**src/rtl/wired_bus_arbiter_if.sv**
```systemverilog
// Signal bundle between the bus arbiter (slave side) and the requesters that
// share the resolved net (master side).
interface wired_bus_arbiter_if #(
  parameter int N_REQ = 4
) ();
  localparam int OW = $clog2(N_REQ);

  logic [N_REQ-1:0] req;
  logic [N_REQ-1:0] gnt;
  logic [OW-1:0]    owner;
  logic             busy;
  logic             keeper_en;
  logic             timeout;

  modport master (
    output req,
    input  gnt, owner, busy, keeper_en, timeout
  );

  modport slave (
    input  req,
    output gnt, owner, busy, keeper_en, timeout
  );
endinterface

```
**src/rtl/wired_bus_arbiter.sv**
```systemverilog
// Round-robin arbiter for a shared resolved bus net: one driver at a time, a
// bounded hold time, and an undriven turnaround gap between successive owners.
module wired_bus_arbiter #(
  parameter int N_REQ      = 4,
  parameter int MAX_HOLD   = 8,
  parameter int TURNAROUND = 1
) (
  input logic                clk,
  input logic                rst_n,
  wired_bus_arbiter_if.slave bus
);
  localparam int OW = $clog2(N_REQ);
  localparam int HW = $clog2(MAX_HOLD + 1);

  localparam logic [OW:0]   N_C        = (OW+1)'(N_REQ);
  localparam logic [OW-1:0] LAST_C     = OW'(N_REQ - 1);
  localparam logic [HW-1:0] MAX_HOLD_C = HW'(MAX_HOLD);
  localparam logic [2:0]    TURN_C     = 3'(TURNAROUND);

  typedef enum logic [1:0] {
    IDLE = 2'd0,
    HOLD = 2'd1,
    TURN = 2'd2
  } state_t;

  state_t           state_q, state_d;
  logic [OW-1:0]    rr_ptr_q, rr_ptr_d;
  logic [HW-1:0]    hold_cnt_q, hold_cnt_d;
  logic [2:0]       turn_cnt_q, turn_cnt_d;
  logic [N_REQ-1:0] gnt_q, gnt_d;
  logic [OW-1:0]    owner_q, owner_d;
  logic             busy_q, busy_d;
  logic             keeper_en_q, keeper_en_d;
  logic             timeout_q, timeout_d;

  logic             pick_found;
  logic [OW-1:0]    pick_idx;
  logic             owner_req;

  // Rotate the request vector so rr_ptr sits at bit 0, take the lowest set bit,
  // then map the offset back to an absolute requester index mod N_REQ.
  function automatic logic [OW:0] rr_pick(input logic [N_REQ-1:0] r,
                                          input logic [OW-1:0]    ptr);
    logic [2*N_REQ-1:0] rot;
    logic [OW:0]        off;
    logic [OW:0]        sum;
    logic               found;
    rot   = {r, r} >> ptr;
    found = 1'b0;
    off   = '0;
    for (int i = N_REQ - 1; i >= 0; i--) begin
      if (rot[i]) begin
        found = 1'b1;
        off   = (OW+1)'(i);
      end
    end
    sum = {1'b0, ptr} + off;
    if (sum >= N_C) sum = sum - N_C;
    return {found, sum[OW-1:0]};
  endfunction

  assign {pick_found, pick_idx} = rr_pick(bus.req, rr_ptr_q);
  assign owner_req              = |(gnt_q & bus.req);

  // NOTE: every variable written here gets a default first, so no path through
  // the case statement can leave one unassigned and infer a latch.
  always_comb begin
    state_d    = state_q;
    rr_ptr_d   = rr_ptr_q;
    hold_cnt_d = hold_cnt_q;
    turn_cnt_d = turn_cnt_q;
    gnt_d      = '0;
    owner_d    = owner_q;
    timeout_d  = 1'b0;

    unique case (state_q)
      IDLE: begin
        if (pick_found) begin
          state_d    = HOLD;
          gnt_d      = N_REQ'(1) << pick_idx;
          owner_d    = pick_idx;
          hold_cnt_d = HW'(1);
        end
      end

      HOLD: begin
        // A drop on the last allowed cycle counts as voluntary: no timeout.
        if (!owner_req || hold_cnt_q == MAX_HOLD_C) begin
          state_d    = TURN;
          timeout_d  = owner_req;
          rr_ptr_d   = (owner_q == LAST_C) ? '0 : owner_q + OW'(1);
          turn_cnt_d = 3'd1;
        end else begin
          gnt_d      = gnt_q;
          hold_cnt_d = hold_cnt_q + HW'(1);
        end
      end

      TURN: begin
        if (turn_cnt_q < TURN_C) begin
          turn_cnt_d = turn_cnt_q + 3'd1;
        end else if (pick_found) begin
          state_d    = HOLD;
          gnt_d      = N_REQ'(1) << pick_idx;
          owner_d    = pick_idx;
          hold_cnt_d = HW'(1);
        end else begin
          state_d = IDLE;
        end
      end

      default: state_d = IDLE;
    endcase

    busy_d      = (state_d != IDLE);
    keeper_en_d = (gnt_d == '0);
  end

  // NOTE: sequential state uses non-blocking assignments so every flop samples
  // the pre-edge values regardless of statement order.
  always_ff @(posedge clk or negedge rst_n) begin
    if (!rst_n) begin
      state_q     <= IDLE;
      rr_ptr_q    <= '0;
      hold_cnt_q  <= '0;
      turn_cnt_q  <= '0;
      gnt_q       <= '0;
      owner_q     <= '0;
      busy_q      <= 1'b0;
      keeper_en_q <= 1'b1;
      timeout_q   <= 1'b0;
    end else begin
      state_q     <= state_d;
      rr_ptr_q    <= rr_ptr_d;
      hold_cnt_q  <= hold_cnt_d;
      turn_cnt_q  <= turn_cnt_d;
      gnt_q       <= gnt_d;
      owner_q     <= owner_d;
      busy_q      <= busy_d;
      keeper_en_q <= keeper_en_d;
      timeout_q   <= timeout_d;
    end
  end

  assign bus.gnt       = gnt_q;
  assign bus.owner     = owner_q;
  assign bus.busy      = busy_q;
  assign bus.keeper_en = keeper_en_q;
  assign bus.timeout   = timeout_q;

  // Two drivers on the resolved net would corrupt it; the keeper must track it.
  a_gnt_onehot0: assert property (@(posedge clk) disable iff (!rst_n) $onehot0(gnt_q));
  a_keeper_match: assert property (@(posedge clk) disable iff (!rst_n)
                                   keeper_en_q == (gnt_q == '0));
endmodule

```
**src/flat_wrapper.sv**
```systemverilog
// flat-port wrapper written by rule: the top's interface ports become plain ports
module wired_bus_arbiter_flat 
#(
  parameter int N_REQ      = 4,
  parameter int MAX_HOLD   = 8,
  parameter int TURNAROUND = 1
)
  (clk, rst_n, bus_req, bus_gnt, bus_owner, bus_busy, bus_keeper_en, bus_timeout);
  wired_bus_arbiter_if #(.N_REQ(N_REQ)) bus_i ();
  input logic clk;
  input logic rst_n;
  input wire logic [$bits(bus_i.req)-1:0] bus_req;
  output wire logic [$bits(bus_i.gnt)-1:0] bus_gnt;
  output wire logic [$bits(bus_i.owner)-1:0] bus_owner;
  output wire logic [$bits(bus_i.busy)-1:0] bus_busy;
  output wire logic [$bits(bus_i.keeper_en)-1:0] bus_keeper_en;
  output wire logic [$bits(bus_i.timeout)-1:0] bus_timeout;
  assign bus_i.req = bus_req;
  assign bus_gnt = bus_i.gnt;
  assign bus_owner = bus_i.owner;
  assign bus_busy = bus_i.busy;
  assign bus_keeper_en = bus_i.keeper_en;
  assign bus_timeout = bus_i.timeout;
  wired_bus_arbiter #(.N_REQ(N_REQ), .MAX_HOLD(MAX_HOLD), .TURNAROUND(TURNAROUND)) u_core (.clk(clk), .rst_n(rst_n), .bus(bus_i));
endmodule
```
**config.mk**
```make
export PLATFORM = sky130hd
export DESIGN_NAME = wired_bus_arbiter_flat
export DESIGN_NICKNAME = d
export VERILOG_FILES = /design/src/rtl/wired_bus_arbiter_if.sv /design/src/rtl/wired_bus_arbiter.sv /design/src/flat_wrapper.sv
export SDC_FILE = /design/constraint.sdc
export NUM_CORES = 1
export LEC_CHECK = 0
export BUFFER_PORTS_ARGS = -buffer_cell sky130_fd_sc_hd__buf_4
export CORE_ASPECT_RATIO = 0.9
export CORE_UTILIZATION = 39
export CTS_BUF_LIST = sky130_fd_sc_hd__clkbuf_4 sky130_fd_sc_hd__clkbuf_8 sky130_fd_sc_hd__clkbuf_16
export DETAILED_ROUTE_END_ITERATION = 12
export GPL_TIMING_DRIVEN = 0
export PLACE_DENSITY = 0.56
export SLEW_MARGIN = 20
export SYNTH_ARGS = -nofsm -noshare
export SYNTH_HDL_FRONTEND = slang
export SYNTH_SLANG_ARGS = --single-unit
```
**constraint.sdc**
```tcl
create_clock -name clk -period 2.65 [get_ports clk]
set_clock_uncertainty 0.1 [all_clocks]
set_input_delay 0.1325 -clock clk [delete_from_list [all_inputs] [get_ports clk]]
set_output_delay 0.1325 -clock clk [all_outputs]
set_load 0.02 [all_outputs]
```
==> flow_summary.ini, run 1 <==
[power]
switchingPower_mw = 0.687
combinationalPowerShare_pct = 56.6
leakagePower_nw = 0.700
pwr-share-clk_pct = 13.3
seqPwrFrac_pct = 30.1
netSwitchingFraction_pct = 42.7
power_density_mw_per_mm2 = 1040
peakVddDrop_mv = 0.586
p_int_mw = 0.924

[detailed_routing]
dr.first_iter.drc_count = 51
wire_per_inst_um = 13.4
num_vias = 1106
first_pass_iters = 4
remaining_drc_errors = 0
wirelength_um = 2650
antenna_left = 0
vias_per_cell = 5.61

[layout]
regArea_sq_um = 502
layout_common_cells = dfrtp_1, buf_4, nor2_1, ha_1, nand2_1
post-route-cell-area_sq_mm = 0.00156
drive_above_1_share_pct = 20.6
antenna_cells = 0
area_growth_pct = 14.8
final_common_cell = dfrtp_1
fin_nets = 172
n_fill_cell = 308
multi_input_area_sq_um = 806

[clocking]
clkTransAtPathRegs_ns = 0.07
cts_buffers = 3
cts_root_buf = clkbuf_8
cts_sinks = 20
cts_buffer_depth = 2
post_cts_buffers = 0
clk_latency_ns = 0.26
cts_tree = built
htree_levels = 1

[synth]
syn_inst = 139
synth_area_per_cell_sq_um = 9.75
ys_seq_area_share_pct = 37.0
synth_flop_cell = dfrtp_1
syn_nets = 155
yosys-top-cells-area = dfrtp_1, ha_1, nand2b_1
synth_top_area_share_pct = 35.1
ys_ff_latch = 20
ys_async_sr_fraction_pct = 100
synth_edf_count = 0
yosys.area.top_type = dfrtp_1
ys_types = 48
yosysWarnings = 0
synth_area_sq_mm = 0.00136

[timing]
finalCritPeriodShare_pct = 92.1
final_hold_viol_count = 0
tightest_slew_ns = 0.633
whs_ns = 0.188
worst_slack_ns = 0.210
final.min_clock_period_ns = 2.44
rsz0062_at_grt = no
max_slew_margin_pct = 57.4
fin_setup_tns_ns = 0
final-setup-viol-count = 0
final_max_slew_viol_count = 0
fmax_mhz = 410

[critical_path]
crit_chain = buf_2 > inv_1 > nand2_1 > o22ai_1 > nand2_1 > o211ai_1 > ha_1 > or4b_1 > nor3_1 > mux2i_1 > o21ai_1
cp-end-kind = register
arrival_ns = 2.52
crit_top_cell = nand2_1
critPathRequiredTime_ns = 2.73
start_kind = register
critPathKind = register to register
cpPeakStageDelay_ns = 0.49
path_max_fanout = 9
slowest_stage = or4b_1

[global_routing]
grt_start_max_net_pins = 21
grt_usage_pct = 15.4
antenna_found_initial = 0
grt_overflow = 0
grt_pass1_wl_um = 4390
grt_pass1_vias = 1044

[place]
io_buffers = 11
place.gp.congestion = 0.751
pre_cts_slack_ns = 0.204
dpl_cell_area_sq_mm = 0.00149
dp_hpwl_um = 2070

[floorplanning]
initial_core_util_pct = 42.5
die_w_um = 64.1
die_area_sq_mm = 0.00371
core_area_sq_mm = 0.00319
ios = 15
die_h_um = 57.9
rows = 19

[run_status]
outcome = completed

[job]
drv_cap = 0

[worst_hold_path]
holdCritPathClass = input pin to asynchronous set/reset pin
[state kept, by name, summed over array words and instances, names as in the netlist]
name / count
u_core.bus.owner: 2
u_core.rr_ptr_q: 2
u_core.hold_cnt_q: 4
u_core.turn_cnt_q: 3
u_core.state_q: 2
u_core.bus.timeout: 1
u_core.bus.keeper_en: 1
u_core.bus.busy: 1
u_core.bus.gnt: 4
[metal layers]
metal	GRT usage (%)	share of wire (%)
met1	20.1	49
met2	25.8	46
met3	4.13	5.1
met4	2.86	0.34
met5	0	0
[Yosys cell counts (3+ instances only)]
master	instances
dfrtp_1	19
ha_1	10
nor2_1	10
nand2_1	8
nand2b_1	7
inv_1	6
nor3_1	6
o21ai_1	6
a21oi_1	5
a31oi_1	4
buf_2	4
mux2i_1	4
and2_1	3
nor4_1	3
[kinds of logic after synthesis]
logic type                 Yosys count  synth area share [%]
and+or+nand+nor                     53                  23.5
muxes                                8                  6.83
DFF                                 20                  37.0
buffers and inverters               12                  3.97
xor gates and xnor gates             2                  1.29
AOI/OAI and AO/OA                   34                  18.2
adders and majority gates           10                  9.23
[power groups by stage]
stage | Sequential [mW] | Combinational, mW | Clock [mW]
2_1_floorplan | 0.528 | 0.631 | 0
3_3_place_gp | 0.484 | 0.874 | 0
3_5_place_dp | 0.489 | 0.907 | 0
4_1_cts | 0.484 | 0.912 | 0.222
5_1_grt | 0.497 | 1.02 | 0.236
6_report | 0.484 | 0.913 | 0.214
[critical path, delay by kind of cell, from the launching register on]
family | cells | cell delay, ns
simple gates | 4 | 0.88
flops | 1 | 0.35
fa+ha+maj | 1 | 0.35
buf+inv | 2 | 0.28
compound gates | 3 | 0.28
mux | 1 | 0.12
[cell type report]
class                   count  share of cell area, %
inverters                   6                   1.45
well taps                  42                   3.38
plain buffers               6                   2.01
clock buffers               4                   3.14
repair buffers             12                   5.95
flip-flops and latches     20                   32.3
multi-input cells         107                   51.8
[repair_timing]
| item | 4_1_cts | 5_1_grt |
|---|---|---|
| resized for setup | 0 | 1 |
| endpoints found under the hold margin | 20 | 0 |
| endpoints found under the setup margin | 0 | 1 |
| hold buffers | 1 | 0 |
[path summary, 6_finish.rpt]
path                                 startpoint              endpoint  slack, ns  cells past startpoint
max in group asynchronous                 rst_n  u_core.bus.keeper_en       2.00                      2
max                          u_core.rr_ptr_q[0]     u_core.bus.gnt[3]       0.21                     11
min in group clk                     bus_req[3]  u_core.bus.keeper_en       0.32                      4
min                                       rst_n  u_core.turn_cnt_q[2]       0.19                      2
max reg2reg                  u_core.rr_ptr_q[0]     u_core.bus.gnt[3]       0.21                     11
min reg2reg                u_core.hold_cnt_q[3]  u_core.hold_cnt_q[3]       0.40                      1
[metrics by stage]
| stage | util [%] | total power [mW] | cells |
|---|---|---|---|
| final | 48.8 | 1.61 | 197 |
| after detailed placement | 46.8 | 1.40 | 192 |
| after global placement | 46.8 | 1.36 | 192 |
| after floorplan | - | 1.16 | 139 |
| after global routing | 48.8 | 1.75 | 197 |
| after CTS | 48.6 | 1.62 | 197 |
Power figures use the tool's default switching activity.
==> inputs of run 2 (changes only) <==
--- a/config.mk
+++ b/config.mk
@@ -5,7 +5,7 @@
 export SDC_FILE = /design/constraint.sdc
 export NUM_CORES = 1
 export LEC_CHECK = 0
-export BUFFER_PORTS_ARGS = -buffer_cell sky130_fd_sc_hd__buf_4
+export BUFFER_PORTS_ARGS = -buffer_cell sky130_fd_sc_hd__buf_2
 export CORE_ASPECT_RATIO = 0.9
 export CORE_UTILIZATION = 39
 export CTS_BUF_LIST = sky130_fd_sc_hd__clkbuf_4 sky130_fd_sc_hd__clkbuf_8 sky130_fd_sc_hd__clkbuf_16
==> flow_summary.ini, run 2 (synthesis results as in run 1) <==
[run_status]
outcome = completed

[clocking]
cts_buffer_depth = 2
htree_levels = 1
cts_tree = built
post_cts_buffers = 0
cts_buffers = 3
clkTransAtPathRegs_ns = 0.08
cts_root_buf = clkbuf_8
cts_sinks = 20
clk_latency_ns = 0.26

[floorplanning]
ios = 15
die_w_um = 64.1
rows = 19
initial_core_util_pct = 42.5
die_area_sq_mm = 0.00371
core_area_sq_mm = 0.00319
die_h_um = 57.9

[timing]
max_slew_margin_pct = 53.7
rsz0062_at_grt = no
final_hold_viol_count = 0
tightest_slew_ns = 0.688
final.min_clock_period_ns = 2.40
fin_setup_tns_ns = 0
fmax_mhz = 417
finalCritPeriodShare_pct = 90.5
final_max_slew_viol_count = 0
final-setup-viol-count = 0

[critical_path]
cp_num_buf_inv = 2
critPathRequiredTime_ns = 2.74
ff2ff_setup_slack_ns = 0.25
cp-end-kind = register
critPathKind = register to register
worst_path_dominant_cell_family = simple AND/OR/NAND/NOR gates
rr_endpoint = u_core.bus.gnt[1]
crit_top_cell = nand2_1
rr_startpoint = u_core.rr_ptr_q[0]
slowest_stage = or4b_1
startpoint = u_core.rr_ptr_q[0]
cpPeakStageDelay_ns = 0.48
start_kind = register
arrival_ns = 2.49
crit_chain = buf_2 > inv_1 > nand2_1 > o22ai_1 > nand2_1 > o211ai_1 > ha_1 > or4b_1 > nor3_1 > mux2i_1 > o21ai_1
path_max_fanout = 9
rr_worst_depth = 11

[global_routing]
antenna_found_initial = 0
grt_pass1_wl_um = 4430
grt_usage_pct = 15.6
grt_overflow = 0
grt_pass1_vias = 1013
grt_start_max_net_pins = 21

[place]
dp_hpwl_um = 1960
place.gp.congestion = 0.698
placed_cells = 192
io_buffers = 11

[detailed_routing]
dr.first_iter.drc_count = 37
remaining_drc_errors = 0
first_pass_iters = 4
wire_per_inst_um = 12.9
antenna_left = 0
num_vias = 1042
wirelength_um = 2540
vias_per_cell = 5.29

[layout]
final_common_cell = dfrtp_1
antenna_cells = 0
area_growth_pct = 14.4
fin_nets = 172
fin_cells = 197
drive_above_1_share_pct = 20.6
layout_common_cells = dfrtp_1, buf_2, nor2_1, ha_1, nand2_1

[power]
peakVddDrop_mv = 0.552
leakagePower_nw = 0.704
power_density_mw_per_mm2 = 1070

[worst_hold_path]
holdCritPathClass = input pin to asynchronous set/reset pin

[job]
drv_cap = 0
run 2: report_power, final:
group	internal [mW]	switching [mW]	total, mW	leakage (nW)
Clock	0.202	0.102	0.304	0.0357
Combinational	0.371	0.509	0.880	0.418
Sequential	0.410	0.0690	0.478	0.250
run 2: timing repair:
item | in CTS | in global routing
hold buffers | 1 | 0
resized for setup | 0 | 1
endpoints found under the hold margin | 19 | 0
endpoints found under the setup margin | 0 | 1
run 2: per-stage QoR:
step / area (sq um) / setup WS, ns / hold WS [ns] / total power, mW / utilization, %
3_3_place_gp: 1460 / 0.297 / 0.000773 / 1.33 / 45.9
2_1_floorplan: 1360 / 0.498 / -0.263 / 1.16 / -
6_report: 1550 / 0.253 / 0.242 / 1.66 / 48.7
5_1_grt: 1550 / 0.0732 / 0.303 / 1.81 / 48.7
3_5_place_dp: 1460 / 0.213 / 0.0142 / 1.36 / 45.9
4_1_cts: 1540 / 0.204 / 0.263 / 1.67 / 48.5
run 2: layout make-up:
type	instances	area (sq um)
well taps	42	52.6
inverters	6	22.5
plain buffers	6	31.3
fillers	305	1640
clock inverters	1	30.0
repair buffers	12	65.1
multi-input cells	107	806
clock buffers	3	41.3
flip-flops and latches	20	502
run 2: per-layer routing:
| layer | GRT usage [%] | wire, um |
|---|---|---|
| met2 | 25.5 | 1150 |
| met3 | 4.13 | 105 |
| met1 | 21.2 | 1280 |
| met4 | 2.86 | 9 |
| met5 | 0 | 0 |
run 2: how the worst max path moves through the flow:
stage | slack [ns] | depth (start not counted) | end
2_1_floorplan | 0.50 | 10 | u_core.bus.gnt[0]
3_3_place_gp | 0.30 | 10 | u_core.bus.gnt[0]
3_5_place_dp | 0.21 | 10 | u_core.bus.gnt[0]
4_1_cts | 0.20 | 10 | u_core.bus.gnt[0]
5_1_grt | 0.07 | 11 | u_core.bus.gnt[1]
6_report | 0.25 | 11 | u_core.bus.gnt[1]
==> inputs of run 3 (changes only) <==
--- a/config.mk
+++ b/config.mk
@@ -6,7 +6,8 @@
 export NUM_CORES = 1
 export LEC_CHECK = 0
 export BUFFER_PORTS_ARGS = -buffer_cell sky130_fd_sc_hd__buf_2
-export CORE_ASPECT_RATIO = 0.9
+export CORE_ASPECT_RATIO = 0.75
+export CORE_MARGIN = 10
 export CORE_UTILIZATION = 39
 export CTS_BUF_LIST = sky130_fd_sc_hd__clkbuf_4 sky130_fd_sc_hd__clkbuf_8 sky130_fd_sc_hd__clkbuf_16
 export DETAILED_ROUTE_END_ITERATION = 12
==> flow_summary.ini, run 3 (synthesis results as in run 1) <==
[timing]
final_hold_viol_count = 0
final.min_clock_period_ns = 2.42
fmax_mhz = 413
tightest_slew_ns = 0.672
max_slew_margin_pct = 54.8
finalCritPeriodShare_pct = 91.3
rsz0062_at_grt = no
worst_slack_ns = 0.231
final_max_slew_viol_count = 0
final-setup-viol-count = 0
fin_setup_tns_ns = 0

[layout]
drive_above_1_share_pct = 21.3
fin_nets = 172
n_fill_cell = 311
layout_common_cells = dfrtp_1, buf_2, nor2_1, ha_1, nand2_1
final_common_cell = dfrtp_1
fin_cells = 195
area_growth_pct = 12.9
antenna_cells = 0

[clocking]
cts_buffers = 3
cts_root_buf = clkbuf_8
clkTransAtPathRegs_ns = 0.07
clk_latency_ns = 0.26
cts_buffer_depth = 2
cts_sinks = 20
post_cts_buffers = 0
htree_levels = 1
cts_tree = built

[power]
netSwitchingFraction_pct = 43.5
pwr-share-clk_pct = 13.4
seqPwrFrac_pct = 30.5
peakVddDrop_mv = 0.650
switchingPower_mw = 0.693
p_int_mw = 0.900
leakagePower_nw = 0.697
combinationalPowerShare_pct = 56.1
power_density_mw_per_mm2 = 1040

[place]
io_buffers = 11
pre_cts_slack_ns = 0.224
dp_hpwl_um = 2220
placed_cells = 190
place.gp.congestion = 0.757

[global_routing]
grt_pass1_wl_um = 4890
grt_overflow = 0
antenna_found_initial = 0
grt_start_max_net_pins = 21
grt_usage_pct = 9.43
grt_pass1_vias = 1016

[floorplanning]
core_area_sq_mm = 0.00331
rows = 18
die_h_um = 71.0
die_area_sq_mm = 0.00626
initial_core_util_pct = 40.9
die_w_um = 88.1
ios = 15

[job]
drv_cap = 0

[detailed_routing]
vias_per_cell = 5.17
wirelength_um = 2800
remaining_drc_errors = 0
antenna_left = 0
wire_per_inst_um = 14.4
dr.first_iter.drc_count = 45
first_pass_iters = 4
num_vias = 1008

[critical_path]
rr_startpoint = u_core.rr_ptr_q[0]
start_kind = register
rr_worst_depth = 11
startpoint = u_core.rr_ptr_q[0]
arrival_ns = 2.50
cp-end-kind = register
critPathKind = register to register
critPathRequiredTime_ns = 2.73
path_max_fanout = 9

[run_status]
outcome = completed

[worst_hold_path]
holdCritPathClass = input pin to asynchronous set/reset pin
==> run 3: layout make-up <==
cell class / count / area, sq um / share of cell area, %
plain buffers: 6 / 31.3 / 2.04
clock buffers: 4 / 48.8 / 3.19
inverters: 6 / 22.5 / 1.47
multi-input cells: 107 / 811 / 53.0
flip-flops and latches: 20 / 502 / 32.8
well taps: 40 / 50.0 / 3.27
repair buffers: 12 / 65.1 / 4.25
==> run 3: power groups by stage <==
stage | Clock, mW | Sequential, mW | Combinational (mW)
2_1_floorplan | 0 | 0.528 | 0.631
3_3_place_gp | 0 | 0.481 | 0.866
3_5_place_dp | 0 | 0.487 | 0.887
4_1_cts | 0.225 | 0.484 | 0.893
5_1_grt | 0.236 | 0.502 | 1.01
6_report | 0.214 | 0.485 | 0.894
==> run 3: path summary, 6_finish.rpt <==
path | endpoint | slack [ns]
setup / recovery | u_core.bus.gnt[1] | 0.23
hold / removal | u_core.turn_cnt_q[2] | 0.25
setup reg to reg | u_core.bus.gnt[1] | 0.23
hold reg to reg | u_core.hold_cnt_q[3] | 0.41
max in group asynchronous | u_core.bus.keeper_en | 1.86
min in group clk | u_core.bus.keeper_en | 0.34
==> run 3: layer usage <==
| layer | up-vias | global-route usage, % | wire (um) |
|---|---|---|---|
| met1 | 457 | 13.4 | 1500 |
| met5 | - | 0 | 0 |
| li1 | 531 | - | - |
| met2 | 18 | 13.2 | 1100 |
| met4 | 0 | 2.09 | 13 |
| met3 | 2 | 3.32 | 182 |
==> run 3: critical path, cell delays in order, from the launching register on <==
cell and delay [ns]:
dfrtp_1 0.35, buf_2 0.19, inv_1 0.09, nand2_1 0.07
o22ai_1 0.07, nand2_1 0.07, o211ai_1 0.09, ha_1 0.34
or4b_1 0.51, nor3b_2 0.23, mux2i_1 0.11, o21ai_1 0.11
==> run 3: through the flow <==
| stage | area (sq um) | total power, mW | util, % | hold WS [ns] |
|---|---|---|---|---|
| 6_report | 1530 | 1.59 | 46.2 | 0.253 |
| 5_1_grt | 1530 | 1.75 | 46.2 | 0.299 |
| 3_5_place_dp | 1460 | 1.37 | 44.1 | 0.0161 |
| 3_3_place_gp | 1460 | 1.35 | 44.1 | 0.0137 |
| 4_1_cts | 1520 | 1.60 | 45.9 | 0.265 |
| 2_1_floorplan | 1360 | 1.16 | - | -0.263 |
==> run 3: repair_timing <==
item                                    CTS  global route
endpoints found under the hold margin    19             0
resized for setup                         0             2
hold buffers                              1             0
endpoints found under the setup margin    0             2
